--- config.mk ---
export PLATFORM = sky130hd
export DESIGN_NAME = fp_add_sequencer
export DESIGN_NICKNAME = d
export VERILOG_FILES = /design/src/rtl/fp_add_sequencer.sv
export SDC_FILE = /design/constraint.sdc
export NUM_CORES = 1
export LEC_CHECK = 0
export ABC_AREA = 1
export BUFFER_PORTS_ARGS = -buffer_cell sky130_fd_sc_hd__clkbuf_2
export CAP_MARGIN = 30
export CORE_UTILIZATION = 25
export DETAILED_ROUTE_END_ITERATION = 10
export GPL_TIMING_DRIVEN = 0
export SYNTH_ARGS = -nofsm -noshare
export SYNTH_HDL_FRONTEND = slang
export SYNTH_SLANG_ARGS = --single-unit
--- constraint.sdc ---
create_clock -name clk -period 3.7 [get_ports clk]
set_input_delay 0.37 -clock clk [delete_from_list [all_inputs] [get_ports clk]]
set_output_delay 0.37 -clock clk [all_outputs]
set_load 0.01 [all_outputs]
--- src/rtl/fp_add_sequencer.sv ---
// Multi-cycle FP32 adder controller: align, add, normalise, round on one datapath.
// Define FPADD_SEQ_RNE_EN for round-to-nearest-even; otherwise ROUND truncates.
module fp_add_sequencer #(
    parameter int SHIFT_STEP = 4,
    parameter int MAX_ALIGN  = 27
) (
    input  logic        clk,
    input  logic        rst,
    input  logic        in_valid,
    output logic        in_ready,
    input  logic [31:0] op_a,
    input  logic [31:0] op_b,
    output logic        out_valid,
    input  logic        out_ready,
    output logic [31:0] result,
    output logic        busy
);
    localparam logic [7:0]  STEP = 8'(SHIFT_STEP);
    localparam logic [7:0]  MAXD = 8'(MAX_ALIGN);
    localparam logic [31:0] QNAN = 32'h7FC00000;

    typedef enum logic [2:0] {IDLE, ALIGN, ADD, NORM, ROUND, DONE} stateT;
    stateT state;

    logic        sign;
    logic        sameSign;
    logic        special;
    logic [8:0]  expA;
    logic [7:0]  dRem;
    logic [27:0] mA;
    logic [26:0] mB;

    logic [30:0] magA, magB;
    logic [26:0] wideA, wideB;
    logic        swap;

    always_comb begin
        magA  = (op_a[30:23] == 8'd0) ? 31'd0 : op_a[30:0];
        magB  = (op_b[30:23] == 8'd0) ? 31'd0 : op_b[30:0];
        wideA = (op_a[30:23] == 8'd0) ? 27'd0 : {1'b1, op_a[22:0], 3'b000};
        wideB = (op_b[30:23] == 8'd0) ? 27'd0 : {1'b1, op_b[22:0], 3'b000};
        swap  = magB > magA;
    end

    logic [7:0]  sh;
    logic [26:0] lostMask;
    logic [26:0] alignB;

    // bits falling off the bottom of B fold into the sticky position
    always_comb begin
        sh       = (dRem < STEP) ? dRem : STEP;
        lostMask = ~({27{1'b1}} << sh);
        alignB   = (mB >> sh) | {26'd0, |(mB & lostMask)};
    end

    logic [27:0] addRes;
    assign addRes = sameSign ? mA + {1'b0, mB} : mA - {1'b0, mB};

    logic        inc;
    logic [24:0] rnd;
    logic [22:0] rMant;
    logic [8:0]  rExp;
    logic [31:0] rounded;

    always_comb begin
`ifdef FPADD_SEQ_RNE_EN
        inc = mA[2] & (mA[1] | mA[0] | mA[3]);
`else
        inc = 1'b0;
`endif
        rnd = {1'b0, mA[26:3]} + {24'd0, inc};
        if (rnd[24]) begin
            rMant = rnd[23:1];
            rExp  = expA + 9'd1;
        end else begin
            rMant = rnd[22:0];
            rExp  = expA;
        end
        rounded = (rExp >= 9'd255) ? {sign, 8'hFF, 23'd0}
                                   : {sign, rExp[7:0], rMant};
    end

    always_ff @(posedge clk) begin
        if (rst) begin
            state     <= IDLE;
            in_ready  <= 1'b1;
            out_valid <= 1'b0;
            busy      <= 1'b0;
            result    <= '0;
            sign      <= 1'b0;
            sameSign  <= 1'b0;
            special   <= 1'b0;
            expA      <= '0;
            dRem      <= '0;
            mA        <= '0;
            mB        <= '0;
        end else begin
            unique case (state)
                IDLE: if (in_valid) begin
                    in_ready <= 1'b0;
                    busy     <= 1'b1;
                    state    <= ALIGN;
                    special  <= (op_a[30:23] == 8'hFF) | (op_b[30:23] == 8'hFF);
                    sameSign <= op_a[31] == op_b[31];
                    if (swap) begin
                        sign <= op_b[31];
                        expA <= {1'b0, op_b[30:23]};
                        mA   <= {1'b0, wideB};
                        mB   <= wideA;
                        dRem <= op_b[30:23] - op_a[30:23];
                    end else begin
                        sign <= op_a[31];
                        expA <= {1'b0, op_a[30:23]};
                        mA   <= {1'b0, wideA};
                        mB   <= wideB;
                        dRem <= op_a[30:23] - op_b[30:23];
                    end
                end
                ALIGN: begin
                    if (special) begin
                        result    <= QNAN;
                        out_valid <= 1'b1;
                        state     <= DONE;
                    end else if (dRem >= MAXD) begin
                        mB    <= {26'd0, |mB};
                        state <= ADD;
                    end else begin
                        mB   <= alignB;
                        dRem <= dRem - sh;
                        if (dRem <= STEP) state <= ADD;
                    end
                end
                ADD: begin
                    if (addRes == 28'd0) begin
                        result    <= sameSign ? {sign, 31'd0} : 32'd0;
                        out_valid <= 1'b1;
                        state     <= DONE;
                    end else begin
                        mA    <= addRes;
                        state <= NORM;
                    end
                end
                NORM: begin
                    if (mA[27]) begin
                        mA    <= {1'b0, mA[27:2], mA[1] | mA[0]};
                        expA  <= expA + 9'd1;
                        state <= ROUND;
                    end else if (mA[26]) begin
                        state <= ROUND;
                    end else if (expA <= 9'd1) begin
                        result    <= {sign, 31'd0};
                        out_valid <= 1'b1;
                        state     <= DONE;
                    end else begin
                        mA   <= {mA[26:0], 1'b0};
                        expA <= expA - 9'd1;
                        if (mA[25]) state <= ROUND;
                    end
                end
                ROUND: begin
                    result    <= rounded;
                    out_valid <= 1'b1;
                    state     <= DONE;
                end
                DONE: if (out_ready) begin
                    out_valid <= 1'b0;
                    in_ready  <= 1'b1;
                    busy      <= 1'b0;
                    state     <= IDLE;
                end
                default: state <= IDLE;
            endcase
        end
    end
endmodule

Word level (Yosys, flattened, before mapping)
Index checks and enable logic that the tools add are counted.
{"block": "word_totals", "elab_cells": 138, "input_bits": 68, "ff_bits": 113, "out_inout_bits": 35}
{"block": "classes", "n_reduce_logical": 22, "mux": 61, "bitwise": 5, "magnitude_cmp": 6, "addsub": 7, "n_eq_ne": 22, "shifts": 2}
{"operator": "$mux W27", "n": 10}
{"operator": "$mux W32", "n": 6}
{"operator": "$pmux W32 S4", "n": 1}
{"operator": "$mux W31", "n": 3}
{"operator": "$mux W28", "n": 3}
{"operator": "$pmux W28 S3", "n": 1}
{"operator": "$pmux W27 S2", "n": 1}
{"operator": "$reduce_or A27 Y1", "n": 2}
{"operator": "$mux W8", "n": 6}
{"operator": "$mux W9", "n": 4}
{"operator": "$gt A31 B31 Y1", "n": 1}
{"operator": "$mux W3", "n": 10}
{"operator": "$add A28 B27 Y28", "n": 1}
{"operator": "$logic_not A28 Y1", "n": 1}
{"operator": "$sub A28 B27 Y28", "n": 1}
{"operator": "$and A27 B27 Y27", "n": 1}
{"operator": "$not A27 Y27", "n": 1}
{"operator": "$or A27 B1 Y27", "n": 1}
{"operator": "$shl A27 B8 Y27 const A", "n": 1}
{"operator": "$shr A27 B8 Y27", "n": 1}
{"operator": "$sub A8 B8 Y8", "n": 3}
{"operator": "$ne A2 B2 Y1 const B", "n": 10}
{"operator": "$pmux W3 S6", "n": 1}
{"operator": "$pmux W9 S2", "n": 1}
{"operator": "other kinds (32)", "n": 54}

Longest topological paths before layout
Gate-level depths: netlist of the first run.
{"block": "depth", "depth_word": 10, "ltp_mapped": 31, "ltp_nobuf": 30}

Least setup slack after synthesis of the first run
No wires, ideal clock.
{"block": "synth_timing", "kind": "flip-flop to flip-flop", "start": "reg mB[3]", "end": "reg mA[10]", "path_stages_with_launch": 27, "path_buffers": 1, "setup_time_ns": 0.110, "arrival_ns": 3.487, "slack_ns": 0.103, "t_required_ns": 3.590, "synth_period_minus_slack_ns": 3.597, "cell_sequence": "dfxtp_1 -> nor2_1 -> nand2_1 -> nor4_1 -> nand4_1 -> nor2_1 -> inv_1 -> o21ai_0 -> o21ai_0 -> xor2_1 -> ha_1 -> inv_1 -> nor3_1 -> nand2_1 -> nor2_1 -> nand2_1 -> nand3_1 -> nand2_1 -> nand2_1 -> nand2_1 -> nor2_2 -> nand4_1 -> nand3_2 -> buf_2 -> nand2_1 -> inv_1 -> nor2_1"}
{"block": "synth_between", "elab_chain_cells": 5, "word_cells_on_any_way": 8, "classes_between": "add/sub: 2; eq/ne: 1; mux: 3; reduce/logical: 2"}
{"item": "from (decl)", "line": "31", "text": "logic [26:0] mB;"}
{"item": "from (signal assigned)", "line": "109", "text": "mB <= wideA;"}
{"item": "from (signal assigned)", "line": "115", "text": "mB <= wideB;"}
{"item": "from (signal assigned)", "line": "125", "text": "mB <= {26'd0, |mB};"}
{"item": "$sub A28 B27 Y28 or $add A28 B27 Y28 (tied branches)", "line": "57", "text": "assign addRes = sameSign ? mA + {1'b0, mB} : mA - {1'b0, mB};"}
{"item": "$mux W28 (*)", "line": "57"}
{"item": "$logic_not A28 Y1", "line": "134", "text": "if (addRes == 28'd0) begin"}
{"item": "$ne A2 B2 Y1 (no line)"}
{"item": "$reduce_and A5 Y1 (no line)"}
{"item": "to (signal assigned)", "line": "139", "text": "mA <= addRes;"}
{"item": "to (signal assigned)", "line": "145", "text": "mA <= {1'b0, mA[27:2], mA[1] | mA[0]};"}
{"item": "to (signal assigned)", "line": "155", "text": "mA <= {mA[26:0], 1'b0};"}
{"item": "to (decl)", "line": "30", "text": "logic [27:0] mA;"}
Mark *: on every way between the ends. The rest lies on a longest branch, timed or not. The select of a mux whose other input is x is not followed.
A chain may end at the register's enable or synchronous reset.

Worst setup path in the final report of the first run
{"block": "layout_timing", "start": "reg mB[1]", "end": "reg result[30]"}
{"block": "layout_between", "elab_chain_cells": 5, "word_cells_on_any_way": 6, "classes_between": "add/sub: 2; eq/ne: 1; mux: 1; reduce/logical: 2"}
{"item": "$sub A28 B27 Y28 or $add A28 B27 Y28 (tied branches)", "line": "57"}
{"item": "$mux W28 (*)", "line": "57"}
{"item": "$logic_not A28 Y1 (*)", "line": "134"}
{"item": "$ne A2 B2 Y1 (no line) (*)"}
{"item": "$reduce_and A6 Y1 (no line) (*)"}
{"item": "to (signal assigned)", "line": "135", "text": "result <= sameSign ? {sign, 31'd0} : 32'd0;"}
{"item": "to (signal assigned)", "line": "151", "text": "result <= {sign, 31'd0};"}
{"item": "to (signal assigned)", "line": "161", "text": "result <= rounded;"}
{"item": "to (decl)", "line": "15", "text": "output logic [31:0] result,"}
Mark *: on every way between the ends. The rest lies on a longest branch, timed or not.

==> results of run 1 <==
## layout make-up
type | count | area [um^2] | share of cell area, %
multi-input combinational | 1595 | 8950 | 56.5
sequential | 113 | 2290 | 14.4
inverter | 406 | 1530 | 9.65
timing repair buffer | 168 | 1150 | 7.24
tap | 664 | 831 | 5.24
buffer | 105 | 513 | 3.24
clock buffer | 18 | 439 | 2.77
clock inverter | 14 | 153 | 0.963
## layer usage
metal	GRT usage [%]	wire length [um]	vias to the layer above
li1	-	-	7564
met5	0	0	-
met2	29.9	21600	727
met4	5.45	1310	0
met3	3.08	4570	98
met1	28.1	23400	6836
## repair_timing
action | CTS | global route
gates resized for setup | 155 | 87
hold endpoints to repair | 0 | 0
setup buffers | 53 | 15
pin swaps | 60 | 29
gates cloned | 7 | 0
setup endpoints to repair | 103 | 95
## worst max-delay path: cells and delay by family (launching register included)
family          cells  cell delay (ns)
flops               1             0.35
compound gates      3             0.60
buf+inv             6             0.56
fa+ha+maj           2             0.54
xor+xnor            1             0.28
simple gates       17             1.63
## placed cells by master, fill, tap and decap left out, types with 17 or more instances in the layout
cell / n
xor2_1: 19
clkbuf_16: 17
ha_1: 73
a31oi_1: 35
inv_1: 377
inv_2: 25
nand3_1: 75
o21ai_0: 118
o211ai_1: 42
nand2_2: 46
nand2_1: 567
a21oi_1: 124
nor2_1: 205
dfxtp_1: 103
clkbuf_1: 67
nand4_1: 86
nor2_2: 20
clkbuf_2: 108
buf_4: 51
## logic make-up after synthesis
family | Yosys count | share of synthesized area, %
AOI/OAI and AO/OA | 415 | 19.7
xor gates and xnor gates | 39 | 2.72
other | 1 | 0.0299
and+or+nand+nor | 1055 | 35.1
buffers and inverters | 514 | 15.8
DFF | 113 | 18.0
adders and majority gates | 85 | 8.66
## power by group
group	internal (W)	switching, W	total [W]	leakage (nW)
sequential	0.00174	0.000778	0.00252	0.939
combinational	0.00449	0.00853	0.0130	6.70
clock	0.00102	0.000684	0.00170	0.280
## state kept, by name (all words and copies together) (netlist names)
signal,count
mA,28
in_ready,1
mB,27
sameSign,1
sign,1
special,1
out_valid,1
result,32
busy,1
dRem,8
expA,9
state,3
## stage by stage
step                      cells  worst slack, ns  area [um^2]  hold slack (ns)
after floorplan            2222            0.103        12500            0.446
after global placement     2987            -1.45        13900            0.462
after detailed placement   2987            -1.48        13900            0.462
after CTS                  3075           -0.375        15500            0.255
after global routing       3083           -0.584        15800            0.276
final                      3083           -0.351        15800            0.266
## worst min path at each step
stage,startpoint,end,slack (ns),cells past startpoint
final,op_a[31],sign,0.27,3
after global routing,op_a[31],sign,0.28,3
after CTS,op_a[31],sign,0.26,3
after detailed placement,out_valid,out_valid,0.46,2
after global placement,out_valid,out_valid,0.46,2
after floorplan,sign,sign,0.45,2
==> reports/results.ini, run 1 <==
[status]
status = complete, but fails checks
violations = negative setup slack

[critical_path]
cp_slowest_cell = ha_2
critPathMaxFanout = 5
cpMostUsedCell = nand2_1
critPathCapture = result[30]
r2r-start = mB[1]
endpoint_kind = register
cpPeakStageDelay_ns = 0.38
r2r_end = result[30]
crit_type = reg -> reg
rrSetupSlack_ns = -0.35
startpoint = mB[1]
cp.required_ns = 4.07
setup.worst_path.start_class = register
reg2reg_depth = 29
arrival_ns = 4.42

[placed_design]
port_buffers = 101
place_congestion = 0.976
hpwl_mm = 40.2

[clocking]
path_clk_slew_ns = 0.06
clk_latency_ns = 0.43
cts_sinks = 113
cts_buffers = 17
cts-htree-levels = 4
clockRootBuffer = clkbuf_16
cts_buffer_depth = 2
cts_tree = built
holdBufCountCts = 0

[synth]
syn_area_per_cell_um2 = 5.65
synth_top_area_share_pct = 18.4
yosys-top-cells-count = nand2_1 (615), inv_1 (396), nor2_1 (226)
synthMostInstantiatedCell = nand2_1
yosysWarnings = 0
syn-cell-area_mm2 = 0.0125
yosysUniqueCellTypes = 52
synth_edf_count = 0
synth_flop_cell = dfxtp_1
async_flop_share_pct = 0
synthTopCellsByArea = nand2_1 (18%), dfxtp_1 (18%), inv_1 (12%)
synthCells = 2222
synth-seq-cells = 113
synth-seq-area-share_pct = 18.0
synth_fp_nets = 2375
yosysTopAreaCell = nand2_1

[detailed_routing]
post_drt_wl_per_cell_um = 16.5
vias = 15200
ant_nets = 0
first_pass_iters = 6
drt_iter0_drc = 1594
viasPerCell = 4.94
drc = 0
routed_wl_mm = 50.9

[run]
maxCapViolations = 0

[finish]
syn_to_final_growth_pct = 26.3
fin_util_pct = 32.2
antennaDiodeCount = 0
layout.nets = 2559
nFillCells = 5531
drive_gt1_share_pct = 16.6

[timing]
fin_crit_ns = 4.05
tightest_slew_ns = 0.833
setup_viol = 63
tns_ns = -18.77
setup_ws_ns = -0.351
finClkSkew_ns = 0.0148
timing.slew.headroom_pct = 44.1
min_period_over_period_pct = 109
hold_viol = 0
maxSlewViolCount = 0
rsz0062_at_grt = yes
fmax_mhz = 247

[global_route]
grtUsageTotal_pct = 19.6
grt_antenna_before_repair = 1
grt_pass1_vias = 13700
grt_pass1_wl_mm = 77.8
grt_max_degree = 17
grt-ovfl-total = 0

[floorplanning]
start_util_pct = 25.5
die_h_um = 226
core_mm2 = 0.0493
dieArea_mm2 = 0.0511
die_x_um = 226
num_rows = 81
pin_count = 103

[power]
powerDensity_mw_per_mm2 = 1090
peakVddDrop_v = 0.000399
finalPower_w = 0.0172
power_leakage_nw = 7.92

[hold_path]
holdCritPathClass = in -> reg

Note: power is estimated with default switching activity, not from simulation.
==> run 2, diff against run 1 <==
--- a/config.mk
+++ b/config.mk
@@ -11,6 +11,7 @@
 export CORE_UTILIZATION = 25
 export DETAILED_ROUTE_END_ITERATION = 10
 export GPL_TIMING_DRIVEN = 0
+export SETUP_SLACK_MARGIN = 0.2
 export SYNTH_ARGS = -nofsm -noshare
 export SYNTH_HDL_FRONTEND = slang
 export SYNTH_SLANG_ARGS = --single-unit
==> run 2 against run 1 <==
Against the previous run:
- the run still ends with negative setup slack left
- cell area up 4.3%
- wire length up 0.70%
- register-to-register slack about the same
- final cell count up 0.71%
- hold slack about the same
- clock skew up 0.0040 ns
- first-iteration DRC count down 7.7%
- global-route usage down 0.19 points
- critical path depth up 4
- critical path type unchanged
- critical endpoint is now mB[0]
==> reports/results.ini, run 2 (synthesized netlist as in run 1, its figures left out) <==
[status]
status = complete, but fails checks
violations = negative setup slack

[timing]
min_period_over_period_pct = 110
rsz0062_at_grt = yes
finClkSkew_ns = 0.0189
fmax_mhz = 246
setup_ws_ns = -0.358
hold_viol = 0
timing.slew.headroom_pct = 40.3
tightest_slew_ns = 0.889
fin_hold_ws_ns = 0.266
maxSlewViolCount = 0
fin_crit_ns = 4.06
setup_viol = 64

[placed_design]
hpwl_mm = 39.6
port_buffers = 101
place_area_mm2 = 0.0139
place_congestion = 0.985

[power]
peakVddDrop_v = 0.000464
finalPower_w = 0.0185
powerDensity_mw_per_mm2 = 1120
power_leakage_nw = 8.12

[critical_path]
cpPeakStageDelay_ns = 0.34
critPathMaxFanout = 4
cpMostUsedCell = buf_6
cp_slowest_cell = dfxtp_2
setup.worst_path.start_class = register
crit_type = reg -> reg
crit_family = buffers and inverters
cp.required_ns = 4.02
endpoint_kind = register
arrival_ns = 4.38
crit_buf_inv = 23

[clocking]
clk_latency_ns = 0.44
path_clk_slew_ns = 0.06
cts_tree = built
holdBufCountCts = 0
cts_buffer_depth = 2
cts_sinks = 113
cts_buffers = 17
clockRootBuffer = clkbuf_16
cts-htree-levels = 4

[global_route]
grtUsageTotal_pct = 19.4
grt-ovfl-total = 0
grt_pass1_wl_mm = 76.9
grt_max_degree = 17
grt_antenna_before_repair = 0
grt_pass1_vias = 13800

[detailed_routing]
dr_wl_met2_mm = 22.0
post_drt_wl_per_cell_um = 16.5
routed_wl_mm = 51.3
viasPerCell = 4.95
m1WireLength_mm = 23.2
wl_met3_mm = 4.56
first_pass_iters = 6
drt_iter0_drc = 1472
drc = 0
ant_nets = 0
routed.top_layer = met4
vias = 15400

[floorplanning]
pin_count = 103
die_x_um = 226
core_mm2 = 0.0493
num_rows = 81
dieArea_mm2 = 0.0511
die_h_um = 226
start_util_pct = 25.5

[finish]
antennaDiodeCount = 0
drive_gt1_share_pct = 21.8
final_common_cell = nand2_1
largest-register = result
nFillCells = 5470
reg.largest.list = result (32), mA (28), mB (27)
finish.instance_area_mm2 = 0.0165
layout_common_cells = nand2_1 (519), inv_1 (344), nor2_1 (195)
largest_register_ffs = 32
layout.nets = 2581
syn_to_final_growth_pct = 31.8

[hold_path]
holdCritPathClass = in -> reg

[run]
maxCapViolations = 0

run 2: cell count changes in the layout (fill, tap and decap cells not counted), sizes merged:
| cell | before | now |
|---|---|---|
| bufinv | 2 | 4 |
| clkinv | 6 | 5 |
| clkbuf | 196 | 191 |
| buf | 95 | 120 |
| nand3 | 84 | 85 |
run 2: per-stage QoR:
stage | instances | TNS [ns] | setup slack (ns) | util, %
after global routing | 3105 | -30.14 | -0.529 | 33.6
final | 3105 | -18.87 | -0.358 | 33.6
after global placement | 2987 | -108.09 | -1.42 | 28.2
after CTS | 3077 | -12.23 | -0.253 | 31.8
after detailed placement | 2987 | -106.14 | -1.39 | 28.2
after floorplan | 2222 | 0 | 0.202 | -
run 2: final timing paths:
path	startpoint	endpoint	slack (ns)	cells after the start
max	mB[1]	mB[0]	-0.36	33
min	op_a[31]	sign	0.27	3
max reg2reg	mB[1]	mB[0]	-0.36	33
min reg2reg	out_valid	out_valid	0.47	2
run 2: metal layers:
layer | track usage, % | vias to the layer above
li1 | - | 7609
met1 | 27.2 | 6965
met2 | 29.8 | 684
met3 | 3.63 | 106
met4 | 6.02 | 0
met5 | 0 | -
run 2: worst min-delay path, stage by stage:
cell and delay, ns:
clkbuf_2 0.11, o21bai_1 0.07, a21oi_1 0.11
run 2: power by group:
part | internal, W | leakage (nW) | switching [W]
sequential | 0.00174 | 0.939 | 0.000764
combinational | 0.00509 | 6.88 | 0.00908
clock | 0.00113 | 0.301 | 0.000681
total | 0.00796 | 8.12 | 0.0105
run 2: area by class of cell:
type | count | area, um^2 | share of cell area, %
plain buffers | 108 | 538 | 3.25
clock buffers | 17 | 425 | 2.57
clock inverters | 15 | 205 | 1.24
inverters | 406 | 1540 | 9.30
multi-input cells | 1596 | 9370 | 56.7
flip-flops and latches | 113 | 2290 | 13.8
well taps | 664 | 831 | 5.03
repair buffers | 186 | 1330 | 8.05
run 2: timing repair:
action / CTS / global route
setup buffers: 53 / 25
gates resized for setup: 194 / 220
hold endpoints to repair: 0 / 0
pin swaps: 60 / 85
endpoints found under the setup margin: 103 / 103
gates cloned: 5 / 3
